===== src/rtl/adder_pkg.sv =====
// adder_pkg: shared state encoding and op constants for multi_cycle_adder
package adder_pkg;
    typedef enum logic [1:0] {IDLE, RUN, DONE} state_t;
    localparam logic OP_ADD = 1'b0;
    localparam logic OP_SUB = 1'b1;
endpackage


===== src/rtl/chunk_add.sv =====
// chunk_add: combinational W-bit adder slice, also reporting the carry into its top bit
module chunk_add #(
    parameter int W = 4
) (
    input  logic [W-1:0] a,
    input  logic [W-1:0] b,
    input  logic         ci,
    output logic [W-1:0] sum,
    output logic         co,
    output logic         c_msb
);
    assign {co, sum} = {1'b0, a} + {1'b0, b} + {{W{1'b0}}, ci};
    // the sum's top bit is a^b^carry_in, so the carry into it falls out by xor
    assign c_msb = a[W-1] ^ b[W-1] ^ sum[W-1];
endmodule


===== src/rtl/multi_cycle_adder.sv =====
// multi_cycle_adder: WIDTH-bit add/subtract computed CHUNK bits per clock, LSB slice first
module multi_cycle_adder
    import adder_pkg::*;
#(
    parameter int WIDTH = 16,
    parameter int CHUNK = 4
) (
    input  logic             clk,
    input  logic             rst,
    input  logic             start,
    input  logic             sub,
    input  logic             cin,
    input  logic [WIDTH-1:0] x,
    input  logic [WIDTH-1:0] y,
    output logic             busy,
    output logic             done,
    output logic [WIDTH-1:0] s,
    output logic             cout,
    output logic             ovf
);
    localparam int NCHUNK = WIDTH / CHUNK;
    localparam int KW = NCHUNK > 1 ? $clog2(NCHUNK) : 1;
    localparam logic [KW-1:0] KLAST = KW'(NCHUNK - 1);
    localparam logic [WIDTH-1:0] SL_MASK = WIDTH'({CHUNK{1'b1}});
    generate
        if (CHUNK < 1 || WIDTH % CHUNK != 0) begin : g_bad_params
            $error("multi_cycle_adder: WIDTH must be a nonzero multiple of CHUNK");
        end
    endgenerate
    state_t state, state_nx;
    logic [WIDTH-1:0] a_r, b_r, acc, acc_nx;
    logic [KW-1:0] k;
    logic [31:0] off;
    logic [CHUNK-1:0] sl_sum;
    logic carry, sl_co, sl_cmsb, last, accept;
    assign busy   = state == RUN;
    assign done   = state == DONE;
    assign last   = k == KLAST;
    assign accept = !busy && start;
    assign off    = CHUNK * 32'(k);
    // one slice adder shared by every slice through the shift-based mux
    chunk_add #(.W(CHUNK)) u_slice (
        .a    (CHUNK'(a_r >> off)),
        .b    (CHUNK'(b_r >> off)),
        .ci   (carry),
        .sum  (sl_sum),
        .co   (sl_co),
        .c_msb(sl_cmsb)
    );
    assign acc_nx = (acc & ~(SL_MASK << off)) | (WIDTH'(sl_sum) << off);
    always_ff @(posedge clk or posedge rst)
        if (rst) state <= IDLE;
        else state <= state_nx;
    always_comb begin
        state_nx = busy ? (last ? DONE : RUN) : (start ? RUN : IDLE);
    end
    always_ff @(posedge clk or posedge rst) begin
        if (rst) begin
            a_r   <= '0;
            b_r   <= '0;
            acc   <= '0;
            carry <= 1'b0;
            k     <= '0;
            s     <= '0;
            cout  <= 1'b0;
            ovf   <= 1'b0;
        end else if (accept) begin
            a_r   <= x;
            b_r   <= sub == OP_SUB ? ~y : y;
            carry <= sub == OP_SUB ? 1'b1 : cin;
            k     <= '0;
        end else if (busy) begin
            acc   <= acc_nx;
            carry <= sl_co;
            k     <= k + 1'b1;
            if (last) begin
                s    <= acc_nx;
                cout <= sl_co;
                ovf  <= sl_cmsb ^ sl_co;
            end
        end
    end
endmodule


===== config.mk =====
export PLATFORM = sky130hd
export DESIGN_NAME = multi_cycle_adder
export DESIGN_NICKNAME = d
export VERILOG_FILES = /design/src/rtl/adder_pkg.sv /design/src/rtl/chunk_add.sv /design/src/rtl/multi_cycle_adder.sv
export SDC_FILE = /design/constraint.sdc
export NUM_CORES = 1
export LEC_CHECK = 0
export BUFFER_PORTS_ARGS = -buffer_cell sky130_fd_sc_hd__buf_4
export CAP_MARGIN = 20
export CELL_PAD_IN_SITES_DETAIL_PLACEMENT = 1
export CELL_PAD_IN_SITES_GLOBAL_PLACEMENT = 1
export CORE_AREA = 3 3 90 92
export DETAILED_ROUTE_END_ITERATION = 7
export DIE_AREA = 0 0 93 95
export PLACE_DENSITY_LB_ADDON = 0.1
export REMOVE_ABC_BUFFERS = 1
export SYNTH_ARGS = -nofsm -noshare
export SYNTH_HDL_FRONTEND = slang
export SYNTH_SLANG_ARGS = --single-unit

===== constraint.sdc =====
create_clock -name clk -period 2.8 [get_ports clk]
set_input_delay 0.42 -clock clk [delete_from_list [all_inputs] [get_ports clk]]
set_output_delay 0.42 -clock clk [all_outputs]
set_load 0.05 [all_outputs]

Yosys cells after proc, flatten, opt, wreduce, memory -nomap -nowiden --
Index checks and enable logic that the tools add are counted.
Operators by class: add/subtract/negate cells 3, equal/unequal tests 3, shift operators 4, mux-type cells 9, bitwise gates (word level) 8, reduce and logical (&&, ||, !) cells 5
Operators by type and width (number):
- NOT 16 bit | 2
- right shift 16 x 4 -> 4 bit | 2
- AND 16 bit | 1
- two-way mux 16 bit | 1
- OR 16 bit | 1
- left shift 4 x 4 -> 16 bit | 1
- left shift 4 x 4 -> 16 bit, first input constant | 1
- two-way mux 2 bit | 4
- adder 4 x 4 -> 5 bit | 1
- adder 5 x 1 -> 5 bit | 1
- equality test 2 bit, second input constant | 2
- two-way mux 1 bit | 4
- AND reduction 3 bit | 1
- bitwise XOR 1 bit | 3
- adder 2 x 1 -> 2 bit, second input constant | 1
- equality test 2 x 1 -> 1 bit, second input constant | 1
- AND reduction 2 bit | 1
- nonzero test 2 bit | 1
- logical AND 1 bit | 1
- zero test 1 bit | 1
- NOT 1 bit | 1
Word-level totals: register bits after elaboration 71, output and inout port bits 20, logic and storage cells 41

Logic depth before layout (Yosys ltp) --
Gate-level depths: netlist of run 1.
word-level depth 5, depth in mapped cells 8, gate-level depth less buffers 7

Cells and area by module --
Synthesis of run 1 repeated with hierarchy kept, for this count alone.
Unflattened totals: cells, all modules 286, area total of the unflattened synthesis 3304.4 um^2
Modules (own cells, without submodules):
- multi_cycle_adder | instances 1, cells each 269, area each 3160.5 um^2
- chunk_add | instances 1, cells each 17, area each 143.9 um^2

Worst setup path after synthesis of run 1 --
Ideal clock, no wire load.
path type reg2reg, from register k[0], to register ovf, library setup time 131 ps, data arrival time 2426 ps, required time 2669 ps, setup slack 243 ps, stages on the path, launching flop included 9, path buffers 1, clock period less this slack 2557 ps, path through dfrtp_1 -> buf_4 -> mux4_2 -> fa_1 -> fa_1 -> a21o_1 -> a21oi_1 -> xnor2_1 -> o21ai_1
On the way: longest elaborated chain between the ends 5, elaborated cells on any way between the ends 9, classes of those cells add/sub: 2; eq/ne: 1; shift: 2; bitwise: 3; reduce/logical: 1
Ends and longest elaborated chain:
- start, declared | RTL line multi_cycle_adder.sv:32 | logic [KW-1:0] k;
- start signal, assigned | RTL line multi_cycle_adder.sv:75 | k <= k + 1'b1;
- right shift 16 x 4 -> 4 bit (on tied branches) | RTL line multi_cycle_adder.sv:43, multi_cycle_adder.sv:44
- adder 4 x 4 -> 5 bit | RTL line chunk_add.sv:12 | assign {co, sum} = {1'b0, a} + {1'b0, b} + {{W{1'b0}}, ci};
- adder 5 x 1 -> 5 bit | RTL line chunk_add.sv:12
- bitwise XOR 1 bit | RTL line chunk_add.sv:14 | assign c_msb = a[W-1] ^ b[W-1] ^ sum[W-1];
- bitwise XOR 1 bit | RTL line multi_cycle_adder.sv:79 | ovf <= sl_cmsb ^ sl_co;
- end signal, assigned | RTL line multi_cycle_adder.sv:79
- end, declared | RTL line multi_cycle_adder.sv:19 | output logic ovf
Parallel ways exist; a longest one is shown, timed or not. A chain may end at the register's enable or synchronous reset.

Final worst setup path of run 1 --
Ends and elaborated chain as after synthesis.

==> flow_summary_export.csv, run 1 <==
group,metric,value,unit
placement,dp_hpwl,5.106,mm
worst_setup_path,crit_arrival,2900,ps
synth,synthArstFlopShare,100.0,%
clocking,clkTransAtPathRegs,70,ps
routing,vias_per_cell,5.118,
sta,timing.final.crit_share,96.38,%
routing,wl,7.046,mm
floorplan,dieArea,8835,µm²
layout,drive_above_1_share,34.04,%
sta,fin_skew,8.871,ps
worst_setup_path,required,3010,ps
sta,maxSlewViolCount,0,
routing,wl_per_cell,16.35,µm
routing,drc,0,
synth,synth_edf_count,0,
layout,fin_cells,431,
global_route,grtUsageTotal,17.84,%
routing,num_vias,2206,
clocking,tritoncts.num_buffers,9,
synth,synth_largest_area_cell,"dfrtp_1",
layout,final_core_utilization,53.50,%
worst_setup_path,rr_startpoint,"k[0]$_DFFE_PP0P_",
synth,synth_area_per_cell,11.73,µm²
routing,first_pass_iters,4,
sta,worst-slew-pin-transition,657.5,ps
worst_setup_path,path_buf_inv,0,
clocking,root_buffer,"clkbuf_8",
floorplan,rows,31,
placement,port_buffers,56,
worst_setup_path,critical-path-max-stage-delay,560,ps
global_route,grt_pass1_wl,11.94,mm
worst_setup_path,startpoint_type,"register",
worst_setup_path,path_cells,"mux4_2 > fa_1 > fa_1 > a21o_1 > a21oi_2 > xnor2_1 > o21ai_1",
worst_setup_path,cp-end-kind,"register",
global_route,antenna_found_initial,0,
floorplan,core,7292,µm²
sta,max_slew_margin,56.10,%
floorplan,die_w,93,µm
hold_path,min_path_type,"input pin to async pin",
clocking,cts_setup_buffers,0,
layout,syn_to_final_growth,22.23,%
worst_setup_path,crit_path_max_fanout,4,
sta,hold_violations,0,
worst_setup_path,critical_path_class,"register to register",
worst_setup_path,crit_family,"adder cells",
sta,tns,0,ps
worst_setup_path,reg2regPathDepth,7,
floorplan,ioPinCount,57,
synth,ys_seq_area_share,52.53,%
sta,setup_violations,0,
placement,gp_congestion,0.7176,
synth,synth_cell_types,31,
synth,synth_top_area_share,52.53,%
synth,synth.area.top_cells,"dfrtp_1 (53%), mux2_2 (5.6%), mux4_2 (5.6%)",
synth,syn_area,3192,µm²
clocking,clock_latency,340,ps
synth,synth_warnings,0,
worst_setup_path,cpMostUsedCell,"fa_1",
synth,ys_ff_latch,67,
layout,diodes,0,
layout,mostFrequentLayoutCell,"dfrtp_1",
clocking,postCtsHoldBufs,0,
worst_setup_path,worstReg2RegEnd,"ovf$_DFFE_PP0P_",
placement,dp_cells,416,
worst_setup_path,path_depth,7,
clocking,cts_buffer_depth,2,
clocking,htreeDepth,3,
synth,synth_top_flop_cell,"dfrtp_1",
layout,fin_nets,374,
synth,synthCells,272,
worst_setup_path,slowest_stage,"mux4_2",
run_status,status,"complete, no violations",
global_route,grt_max_degree,49,
routing,ant_nets,0,
run,max_cap_viol_count,0,
clocking,clock-sinks,67,
floorplan,die_h,95,µm
floorplan,start_util,43.77,%
sta,fmax,370.5,MHz
clocking,cts_tree,"done",
worst_setup_path,worst-r2r-setup-slack,100,ps
global_route,grt_pass1_vias,2351,
layout,final_cell_mix,"dfrtp_1 (67), buf_4 (62), nand2_1 (41)",
routing,drt_iter0_markers,71,
sta,min_period,2699,ps
global_route,grt.overflow.total,0,
## kinds of logic after synthesis
family	after synthesis	share of synthesized area [%]
fa+ha+maj	9	3.998
mux	24	11.29
buf+inv	23	3.763
xor+xnor	20	5.488
flops	67	52.53
simple gates	63	9.526
compound gates	66	13.41
## worst reg2reg max path, stage by stage, from the launching register on
cell and delay [ps]:
dfrtp_1 440, mux4_2 560, fa_1 440, fa_1 500, a21o_1 210, a21oi_2 210
xnor2_1 140, o21ai_1 70
## synthesized netlist by cell type, types with 2 or more instances
| library cell | count |
|---|---|
| nor2_2 | 4 |
| xnor2_1 | 18 |
| buf_4 | 4 |
| buf_2 | 6 |
| inv_1 | 4 |
| mux2_2 | 16 |
| nor3b_1 | 3 |
| mux4_2 | 8 |
| nor2b_1 | 10 |
| nor2_1 | 3 |
| dfrtp_1 | 67 |
| o21ai_1 | 8 |
| xor2_1 | 2 |
| a21o_1 | 2 |
| nand2_1 | 41 |
| a32o_1 | 11 |
| clkbuf_1 | 6 |
| o21ai_0 | 24 |
| fa_1 | 2 |
| a21oi_1 | 13 |
| o41ai_1 | 4 |
| ha_1 | 7 |
## area by class of cell
class / instances / area, µm²
Inverter: 5 / 18.77
Multi-Input combinational cell: 182 / 1418
Clock inverter: 2 / 10.01
Clock buffer: 13 / 168.9
Tap cell: 99 / 123.9
Fill cell: 819 / 3391
Sequential cell: 67 / 1677
Timing Repair Buffer: 63 / 485.5
## flip-flops by register name (all words and copies together) (netlist names)
name / count
acc: 12
carry: 1
state: 2
s: 16
ovf: 1
a_r: 16
k: 2
b_r: 16
cout: 1
## per-stage QoR
step | hold slack [ps] | setup WS [ps] | cell area (µm²)
after floorplan | 444.6 | -58.27 | 3090
after global placement | 456.8 | 38.27 | 3700
after detailed placement | 471.1 | -109.0 | 3700
after CTS | 189.5 | 42.62 | 3886
after global routing | 218.6 | -9.840 | 3901
final | 180.5 | 101.3 | 3901
## worst max-delay path by stage
stage | from | to | slack, ps
floorplan | k[0]$_DFFE_PP0P_ | ovf$_DFFE_PP0P_ | -60
global placement | k[0]$_DFFE_PP0P_ | s[2]$_DFFE_PP0P_ | 40
detailed placement | k[0]$_DFFE_PP0P_ | s[6]$_DFFE_PP0P_ | -110
CTS | k[0]$_DFFE_PP0P_ | ovf$_DFFE_PP0P_ | 40
global route | k[0]$_DFFE_PP0P_ | ovf$_DFFE_PP0P_ | -10
finish | k[0]$_DFFE_PP0P_ | ovf$_DFFE_PP0P_ | 100
## routing by layer
| metal | GRT usage (%) | routed length (µm) | vias to the layer above |
|---|---|---|---|
| met5 | 0 | 0 | - |
| met4 | 7.692 | 130 | 0 |
| met3 | 3.187 | 233 | 9 |
| met2 | 30.23 | 3509 | 43 |
| met1 | 22.49 | 3172 | 1090 |
| li1 | - | - | 1064 |
## timing repair
action / 4_1_cts / 5_1_grt
endpoints found under the setup margin: 7 / 5
gates resized for setup: 1 / 2
pin swaps: 0 / 0
Power of run 1 is not shown: default switching activity piles up to over one toggle a cycle in this logic, so the estimate is an artifact.
==> inputs of run 2 (changes only) <==
- ABC_AREA: unset -> 1
- CAP_MARGIN: 20 -> unset
- CORE_AREA: 3 3 90 92 -> 3 3 93 95
- DIE_AREA: 0 0 93 95 -> 0 0 96 98
- clock period: 2.8 -> 2.9 ns (I/O delays scaled with it)
==> flow_summary_export.csv, run 2 <==
group,metric,value,unit
run_status,status,"complete, no violations",
worst_setup_path,critical_path_class,"register to register",
synth,synthArstFlopShare,100.0,%
clocking,clkTransAtPathRegs,80,ps
clocking,postCtsHoldBufs,0,
sta,maxSlewViolCount,0,
floorplan,core,7807,µm²
routing,drc,0,
hold_path,worstHoldStart,"x[5]",
synth,synth_edf_count,0,
layout,drive_above_1_share,20.95,%
floorplan,die_w,96,µm
sta,fin_skew,9.367,ps
worst_setup_path,cpMostUsedCell,"nand2_1",
worst_setup_path,slowest_stage,"fa_1",
global_route,grt_max_degree,68,
routing,vias_per_cell,4.864,
layout,syn_to_final_growth,18.74,%
layout,fin_area,3948,µm²
placement,gp_congestion,0.7588,
worst_setup_path,path_buf_inv,2,
synth,synth_area_per_cell,8.568,µm²
routing,drt_iter0_markers,109,
floorplan,die_h,98,µm
hold_path,min_path_type,"input pin to register",
floorplan,ioPinCount,57,
layout,multiInputGateArea,1390,µm²
sta,fmax,386.1,MHz
worst_setup_path,cp-end-kind,"register",
routing,ant_nets,0,
floorplan,rows,32,
layout,final_cell_mix,"nand2_1 (138), dfrtp_1 (67), buf_4 (61)",
synth,synth_top_flop_cell,"dfrtp_1",
layout,fin_nets,485,
run,max_cap_viol_count,0,
global_route,grtUsageTotal,17.91,%
clocking,clock-sinks,67,
placement,pre_cts_ws,313.8,ps
worst_setup_path,crit_path_max_fanout,18,
synth,post-synth-top-count-cell,"nand2_1",
worst_setup_path,required,3110,ps
sta,hold_violations,0,
synth,synth_top_area_share,50.43,%
synth,synth_cell_types,26,
global_route,grt.overflow.total,0,
sta,worst-slew-pin-transition,848.5,ps
routing,first_pass_iters,4,
routing,num_vias,2656,
sta,max_slew_margin,43.43,%
worst_setup_path,path_cells,"inv_2 > a21oi_1 > o21ai_0 > o21ai_0 > fa_1 > fa_1 > or2_2 > nand2_1 > nor2_1 > nand2_1 > nand2_1 > inv_1 > o21ai_1",
sta,setup_violations,0,
synth,syn_area,3324,µm²
synth,synth.area.top_cells,"dfrtp_1 (50%), nand2_1 (16%), o21ai_0 (4.5%)",
worst_setup_path,crit_family,"adder cells",
synth,synth_largest_area_cell,"dfrtp_1",
placement,port_buffers,56,
power_and_ir_drop,p_leak,1.988,nW
worst_setup_path,crit_arrival,2800,ps
global_route,grt_pass1_wl,13.32,mm
layout,fill_cells,963,
floorplan,start_util,42.58,%
clocking,htreeDepth,3,
worst_setup_path,startpoint_type,"register",
sta,timing.final.crit_share,89.32,%
clocking,clock_latency,340,ps
synth,synthCells,388,
placement,dp_hpwl,5.397,mm
worst_setup_path,critical-path-max-stage-delay,460,ps
placement,place_area,3752,µm²
power_and_ir_drop,ir_drop,0.0004119,V
clocking,cts_tree,"done",
sta,tns,0,ps
clocking,cts_buffer_depth,2,
clocking,tritoncts.num_buffers,9,
global_route,antenna_found_initial,0,
synth,synthTopCellsByCount,"nand2_1 (138), dfrtp_1 (67), o21ai_0 (30), o21ai_1 (30), inv_1 (21)",
routing,wl_per_cell,13.78,µm
layout,mostFrequentLayoutCell,"nand2_1",
floorplan,dieArea,9408,µm²
clocking,postCtsResizedCells,0,
layout,top_regs,"a_r x16, b_r x16, s x16",
routing,wl,7.525,mm
worst_setup_path,startpoint,"k[0]$_DFFE_PP0P_",
layout,diodes,0,
synth,ys_ff_latch,67,
worst_setup_path,rr_startpoint,"k[0]$_DFFE_PP0P_",
synth,ys_seq_area_share,50.43,%
layout,regArea,1677,µm²
sta,rsz0062_at_grt,"no",
global_route,grt_pass1_vias,2721,
clocking,root_buffer,"clkbuf_8",
sta,fin_ws,309.8,ps
power_and_ir_drop,power_density,1339,nW/µm²
synth,synth_warnings,0,
sta,min_period,2590,ps
clocking,cts_setup_buffers,0,
[run 2: cell types whose count changed after synthesis, moves of 8 or more]
cell,change
a32o_1,-11
nor2_1,+14
mux2_2,-16
o21ai_1,+22
a21oi_1,-11
nor2b_1,-10
mux4_2,-8
nand2_1,+97
inv_1,+17
[run 2: cell families after synthesis]
group,Yosys count,synth area share (%)
and+or+nand+nor,171,20.70
DFF,67,50.43
xor gates and xnor gates,17,4.479
buffers and inverters,47,7.753
AOI/OAI and AO/OA,77,12.80
adders and majority gates,9,3.839
[run 2: cell type report]
class / count / share of cell area (%)
Clock buffer: 12 / 3.677
Clock inverter: 4 / 1.268
Inverter: 26 / 2.536
Multi-Input combinational cell: 274 / 35.21
Sequential cell: 67 / 42.47
Tap cell: 102 / 3.233
Timing Repair Buffer: 61 / 11.60
[run 2: worst paths after layout]
kind | endpoint | slack (ps) | cells past startpoint
max | acc[6]$_DFFE_PP0P_ | 310 | 13
min | a_r[5]$_DFFE_PP0P_ | 290 | 3
max reg2reg | acc[6]$_DFFE_PP0P_ | 310 | 13
min reg2reg | a_r[11]$_DFFE_PP0P_ | 470 | 2
max in group asynchronous | a_r[6]$_DFFE_PP0P_ | 2000 | 3
min in group asynchronous | s[13]$_DFFE_PP0P_ | 340 | 3
[run 2: stage by stage]
step / power, mW / std cells / hold slack, ps / utilization [%]
after floorplan: 3.678 / 367 / 436.7 / -
final: 5.285 / 546 / 286.8 / 50.56
after CTS: 5.365 / 546 / 277.7 / 50.56
after global routing: 5.837 / 546 / 281.6 / 50.56
after global placement: 4.445 / 530 / 452.6 / 48.06
after detailed placement: 4.561 / 530 / 457.8 / 48.06
[run 2: worst register-to-register path: stages (launching register included)]
cell and delay [ps]:
dfrtp_1 390, inv_2 230, a21oi_1 100, o21ai_0 80, o21ai_0 130, fa_1 460
fa_1 390, or2_2 310, nand2_1 60, nor2_1 50, nand2_1 70, nand2_1 40
inv_1 70, o21ai_1 60
[run 2: report_power, final]
part | switching [mW] | leakage [nW] | internal [mW]
Combinational | 1.94 | 1.05 | 0.970
Sequential | 0.231 | 0.846 | 1.36
Clock | 0.364 | 0.0926 | 0.420
Total | 2.54 | 1.99 | 2.75
[run 2: per-layer routing]
layer	up-vias	wire length, µm	global-route usage [%]
met4	0	111	6.236
met3	13	256	3.313
met1	1259	3629	25.32
met5	-	0	0
met2	45	3528	27.35
li1	1339	-	-
(Power assumes the default switching activity.)
